`src/rtl/sync_fifo_pkg.sv`:
```
// sync_fifo_pkg: shared helpers for the parametrised synchronous FIFO.
// Provides the pointer-width function, the threshold compare used by the
// almost_* flags, and the status-flag bundle.
package sync_fifo_pkg;

  // Pointer width: index bits plus one wrap bit.
  function automatic int ptr_width(input int depth);
    return $clog2(depth) + 1;
  endfunction

  // True when level has reached (is at or above) thresh.
  function automatic logic thresh_reached(input int level, input int thresh);
    return (level >= thresh);
  endfunction

  typedef struct packed {
    logic full;
    logic empty;
    logic almost_full;
    logic almost_empty;
  } fifo_status_t;

endpackage

```
`src/rtl/sync_fifo_mem.sv`:
```
// sync_fifo_mem: DEPTH x DATA_WIDTH storage, one synchronous write port and
// one asynchronous read port. Contents are deliberately not reset.
module sync_fifo_mem #(
  parameter int DATA_WIDTH = 8,
  parameter int DEPTH      = 16,
  parameter int AW         = $clog2(DEPTH)
) (
  input  logic                  clk,
  input  logic                  wr_en,
  input  logic [AW-1:0]         wr_addr,
  input  logic [DATA_WIDTH-1:0] wr_data,
  input  logic [AW-1:0]         rd_addr,
  output logic [DATA_WIDTH-1:0] rd_data
);

  logic [DATA_WIDTH-1:0] mem [DEPTH];

  // Write port: store the word on the rising edge when enabled.
  always_ff @(posedge clk) begin
    if (wr_en) mem[wr_addr] <= wr_data;
  end

  assign rd_data = mem[rd_addr];

endmodule

```
`src/rtl/sync_fifo_param.sv`:
```
// sync_fifo_param: parametrised synchronous FIFO with occupancy count,
// almost-full/almost-empty thresholds and overflow/underflow pulses.
// Optional build macro SYNC_FIFO_FWFT_EN selects first-word fall-through:
// data_out shows the head entry directly and rd_valid = !empty. Without it
// the FIFO uses a registered read (data_out updates on the read edge).
module sync_fifo_param
  import sync_fifo_pkg::*;
#(
  parameter int DATA_WIDTH    = 8,
  parameter int DEPTH         = 16,
  parameter int AFULL_THRESH  = DEPTH - 2,
  parameter int AEMPTY_THRESH = 2
) (
  input  logic                     clk,
  input  logic                     rst_n,
  input  logic                     wr_en,
  input  logic [DATA_WIDTH-1:0]    data_in,
  input  logic                     rd_en,
  output logic [DATA_WIDTH-1:0]    data_out,
  output logic                     rd_valid,
  output logic                     full,
  output logic                     empty,
  output logic                     almost_full,
  output logic                     almost_empty,
  output logic [$clog2(DEPTH):0]   count,
  output logic                     overflow,
  output logic                     underflow
);

  localparam int PW = ptr_width(DEPTH);
  localparam int AW = PW - 1;

  if (DEPTH < 4 || (DEPTH & (DEPTH - 1)) != 0) begin : g_bad_depth
    $error("sync_fifo_param: DEPTH must be a power of two and at least 4");
  end
  if (AFULL_THRESH < 1 || AFULL_THRESH > DEPTH - 1) begin : g_bad_afull
    $error("sync_fifo_param: AFULL_THRESH out of range 1..DEPTH-1");
  end
  if (AEMPTY_THRESH < 1 || AEMPTY_THRESH > DEPTH - 1) begin : g_bad_aempty
    $error("sync_fifo_param: AEMPTY_THRESH out of range 1..DEPTH-1");
  end
  if (DATA_WIDTH < 1) begin : g_bad_width
    $error("sync_fifo_param: DATA_WIDTH must be at least 1");
  end

  logic [PW-1:0]         wr_ptr;
  logic [PW-1:0]         rd_ptr;
  logic [PW-1:0]         count_q;
  logic [DATA_WIDTH-1:0] mem_rd_data;
  logic                  wr_ok;
  logic                  rd_ok;
  fifo_status_t          status;

  // Flags decode from registered state only, so no request input reaches an output.
  always_comb begin
    status.empty        = (wr_ptr == rd_ptr);
    status.full         = (wr_ptr[AW-1:0] == rd_ptr[AW-1:0]) &&
                          (wr_ptr[AW] != rd_ptr[AW]);
    status.almost_full  = thresh_reached(int'(count_q), AFULL_THRESH);
    status.almost_empty = thresh_reached(AEMPTY_THRESH, int'(count_q));
  end

  assign wr_ok = wr_en && !status.full;
  assign rd_ok = rd_en && !status.empty;

  sync_fifo_mem #(
    .DATA_WIDTH (DATA_WIDTH),
    .DEPTH      (DEPTH),
    .AW         (AW)
  ) u_mem (
    .clk     (clk),
    .wr_en   (wr_ok),
    .wr_addr (wr_ptr[AW-1:0]),
    .wr_data (data_in),
    .rd_addr (rd_ptr[AW-1:0]),
    .rd_data (mem_rd_data)
  );

  // Pointers and occupancy; pointers wrap modulo 2*DEPTH through the extra MSB.
  always_ff @(posedge clk or negedge rst_n) begin
    if (!rst_n) begin
      wr_ptr  <= '0;
      rd_ptr  <= '0;
      count_q <= '0;
    end else begin
      if (wr_ok) wr_ptr <= wr_ptr + 1'b1;
      if (rd_ok) rd_ptr <= rd_ptr + 1'b1;
      if (wr_ok && !rd_ok)      count_q <= count_q + 1'b1;
      else if (rd_ok && !wr_ok) count_q <= count_q - 1'b1;
    end
  end

  // Error pulses: one cycle high after a request that hit a full/empty FIFO.
  always_ff @(posedge clk or negedge rst_n) begin
    if (!rst_n) begin
      overflow  <= 1'b0;
      underflow <= 1'b0;
    end else begin
      overflow  <= wr_en && status.full;
      underflow <= rd_en && status.empty;
    end
  end

`ifdef SYNC_FIFO_FWFT_EN
  assign data_out = mem_rd_data;
  assign rd_valid = !status.empty;
`else
  logic [DATA_WIDTH-1:0] dout_q;
  logic                  rd_valid_q;

  // Registered read: capture the head word on an accepted read, hold otherwise.
  always_ff @(posedge clk or negedge rst_n) begin
    if (!rst_n) begin
      dout_q     <= '0;
      rd_valid_q <= 1'b0;
    end else begin
      rd_valid_q <= rd_ok;
      if (rd_ok) dout_q <= mem_rd_data;
    end
  end

  assign data_out = dout_q;
  assign rd_valid = rd_valid_q;
`endif

  assign full         = status.full;
  assign empty        = status.empty;
  assign almost_full  = status.almost_full;
  assign almost_empty = status.almost_empty;
  assign count        = count_q;

endmodule

```
`config.mk`:
```
export PLATFORM = sky130hd
export DESIGN_NAME = sync_fifo_param
export DESIGN_NICKNAME = d
export VERILOG_FILES = /design/src/rtl/sync_fifo_pkg.sv /design/src/rtl/sync_fifo_mem.sv /design/src/rtl/sync_fifo_param.sv
export SDC_FILE = /design/constraint.sdc
export NUM_CORES = 1
export LEC_CHECK = 0
export CORE_MARGIN = 3
export CORE_UTILIZATION = 54
export DETAILED_ROUTE_END_ITERATION = 12
export HOLD_SLACK_MARGIN = 0.15
export PLACE_DENSITY = 0.78
export SLEW_MARGIN = 20
export SYNTH_ARGS = -nofsm -noshare
export SYNTH_HDL_FRONTEND = slang
export SYNTH_HIERARCHICAL = 1
export SYNTH_SLANG_ARGS = --single-unit
```
`constraint.sdc`:
```
create_clock -name clk -period 2.9 [get_ports clk]
set_input_delay 0.725 -clock clk [delete_from_list [all_inputs] [get_ports clk]]
set_output_delay 0.725 -clock clk [all_outputs]
set_load 0.1 [all_outputs]
```
==> summary.md <==
| Metric | Value |
|---|---|
| Max H-tree Level | 4 |
| Initial antenna violation count | 0 |
| Synth Warn # | 6 |
| Number of buffers added on ports | 31 |
| # resized after CTS | 0 |
| Number of global-route vias before repair | around 3400 |
| Critical path, cell by cell | xnor2_2, nand4_4, o21ai_2, inv_1, ha_1, inv_1, ha_1, a21o_1, a2111oi_1, o31ai_1 |
| WL final | 11890 um |
| Area grow syn2layout | 18.99% |
| RePlAce Congestion | around 0.77 |
| Layout cells sized above 1 | 0.2960 |
| Post-DP Area | between 0.006 and 0.007 sq mm |
| Async set-or-reset flop fraction in the synthesized netlist | 0.1688 |
| Top-area cell type share of the netlist area | 0.6059 |
| Fin nets | between 400 and 500 |
| Mapped cell area | between 0.006 and 0.007 sq mm |
| DRC | 0 |
| Power density over cell area | 1164 mW/mm^2 |
| Crit. End Element | flop |
| Max_cap viols | 0 |
| CTS tree | yes |
| Setup crit start kind | flop |
| I/O pin count | 32 |
| Clk sinks | ~150 |
| Worst VDD drop | 0.001242 V |
| Arr. time, crit path | 2.99 ns |
| Net Count, Synth | 342 |
| Post-synth top flop | edfxtp_1 |
| RR Startpoint | rd_ptr[2] |
| Pre-antenna DRT Iters | 5 |
| Hold Startpoint | data_out[4] |
| Crit path required time | around 3.2 ns |
| Setup violators final | 0 |
| Fillcell total | ~700 |
| Pwr Total | 8.785 mW |
| #FFs+latches synth | about 150 |
| Most frequent cell after synthesis | edfxtp_1 |
| Initial Util | 0.5677 |
| RSZ-0062 raised after global routing | no |
| Status | finished, final reports clean |
| DR vias | 3234 |
| Slew @ Worst Pin | roughly 0.67 ns |
| Fin crit share | 0.9322 |
| CTS root buffer | clkbuf_16 |
| Wire length per cell | 21.94 um |
| CP startpoint | rd_ptr[2] |
| LEAKAGE | approximately 2.7 nW |
| Avg Inst Size Synth | a little under 20 sq um |
| CTS Buf Count | 17 |
| Core Area | 0.01117 sq mm |
| Seq/Total Area, Yosys | 0.7085 |
| Top cells by count, synth | edfxtp_1 (128), dfrtp_1 (26), mux4_2 (18), a22oi_1 (16), nor2_1 (15) |
| CP bufs+invs | 2 |
| # Post-CTS Setup Buffers | 0 |
| Ant. Diodes | 0 |
| CP Class | reg -> reg |
| Final critical-path required period | about 2.7 ns |
| Pin count of the biggest net entering global routing | 36 |
| Grt total ovfl | 0 |
| Die height | between 100 and 150 um |
| Hold WC Path Type | reg -> reg |
| Hold Fails Final Rpt | 0 |
| Worst-path clk slew | 0.06 ns |
| Worst hold margin | approximately 0.52 ns |
| Top post-synthesis cells by area | edfxtp_1 (61%), dfrtp_1 (10%), mux4_2 (6.4%) |
| Final non-filler cell total | between 500 and 600 |
| Crit-path max FO | 10 |
| Final instance area | roughly 0.0075 sq mm |
| Worst path max stage delay | 0.48 ns |
| Cell Rows | 38 |
| Post-synth EDFFs | between 100 and 150 |
| Deepest clock path buffer count | 2 |
| F_max | 0.3699 GHz |
| Cell variety after synth | between 40 and 50 |
| Largest area contributor in the synthesized netlist | edfxtp_1 |
| GRT Util Overall | 0.2021 |
| Die width | about 110 um |
| Clock Latency Late Sink | about 0.42 ns |
| Max Slew Vio Count | 0 |
| Quantity of hold-fixing buffers added after cts | 0 |
| First-pass GRT wire length | around 19000 um |
| Die area | between 0.01 and 0.015 sq mm |
| Via density | 5.967 |
| Setup Skew | roughly 0.009 ns |
| Crit path max-delay family | compound AO/OA/AOI/OAI gates |
| Relative slew margins | 0.5490 |
| Slowest cell on crit path | dfrtp_1 |
| Post-Syn Instances | between 300 and 400 |
| Initial DRC Count | ~320 |
| Cells after DPL | around 510 |
| DP HPWL | about 7400 um |
| Routed Antenna Nets | 0 |
-- power breakdown --
part / total [mW] / internal [mW] / switching (mW)
Combinational: 3.46 / 1.31 / 2.15
Sequential: 3.06 / 2.77 / 0.281
Clock: 2.27 / 1.43 / 0.832
-- through the flow --
step | TNS, ns | utilization | setup slack, ns
after floorplan | -0.02779 | - | -0.01390
after global placement | 0 | 0.6212 | 0.06026
after detailed placement | -0.09511 | 0.6212 | -0.09511
after CTS | 0 | 0.6755 | 0.1396
after global routing | 0 | 0.6756 | 0.02047
final | 0 | 0.6756 | 0.1966
-- cells by family after synthesis --
family                   synth area share
flip-flops                         0.7085
AND/OR/NAND/NOR                   0.04142
AO/OA/AOI/OAI                     0.04083
XOR/XNOR                          0.02939
adder cells (fa/ha/maj)           0.01499
buffers and inverters             0.01775
multiplexers                       0.1471
-- sequential cells by signal, indices dropped and copies added, names as in the netlist --
register   flops
count          5
u_mem/mem    128
wr_ptr         5
data_out       8
underflow      1
rd_ptr         5
overflow       1
rd_valid       1
-- placed cells by master, fill, tap and decap left out, types with 11 or more instances in the layout --
master and n:
clkbuf_16 17, nand2_1 13, mux4_2 18, edfxtp_1 128, clkdlybuf4s50_1 11, a22oi_1 16, dfrtp_1 25, mux4_1 14
buf_4 47, xnor2_1 11, nor2_1 15
-- worst paths after layout --
path	end	slack [ns]	cells after the start
max in group asynchronous	rd_ptr[0]	1.92	2
min reg2reg	data_out[4]	0.52	1
min in group asynchronous	rd_ptr[4]	0.69	2
max reg2reg	count[4]	0.20	10
min	data_out[4]	0.52	1
max	count[4]	0.20	10
-- routing by layer --
| metal | track usage | routed length [um] | share of wire | up-vias |
|---|---|---|---|---|
| li1 | - | - | - | 1448 |
| met1 | 0.2646 | 4815 | 0.40 | 1647 |
| met2 | 0.3240 | 6071 | 0.51 | 119 |
| met3 | 0.06025 | 760 | 0.064 | 20 |
| met4 | 0.07443 | 242 | 0.020 | 0 |
| met5 | 0 | 0 | 0 | - |
-- final cells by class --
| class | instances | area, sq um | area share |
|---|---|---|---|
| Clock buffer | 20 | 436.7 | 0.05785 |
| Clock inverter | 11 | 170.2 | 0.02254 |
| Inverter | 3 | 11.26 | 0.001492 |
| Multi-Input combinational cell | 154 | 1757 | 0.2327 |
| Sequential cell | 154 | 4496 | 0.5956 |
| Tap cell | 140 | 175.2 | 0.02321 |
| Timing Repair Buffer | 60 | 503.0 | 0.06663 |
Note: power is estimated with default switching activity, not from simulation.
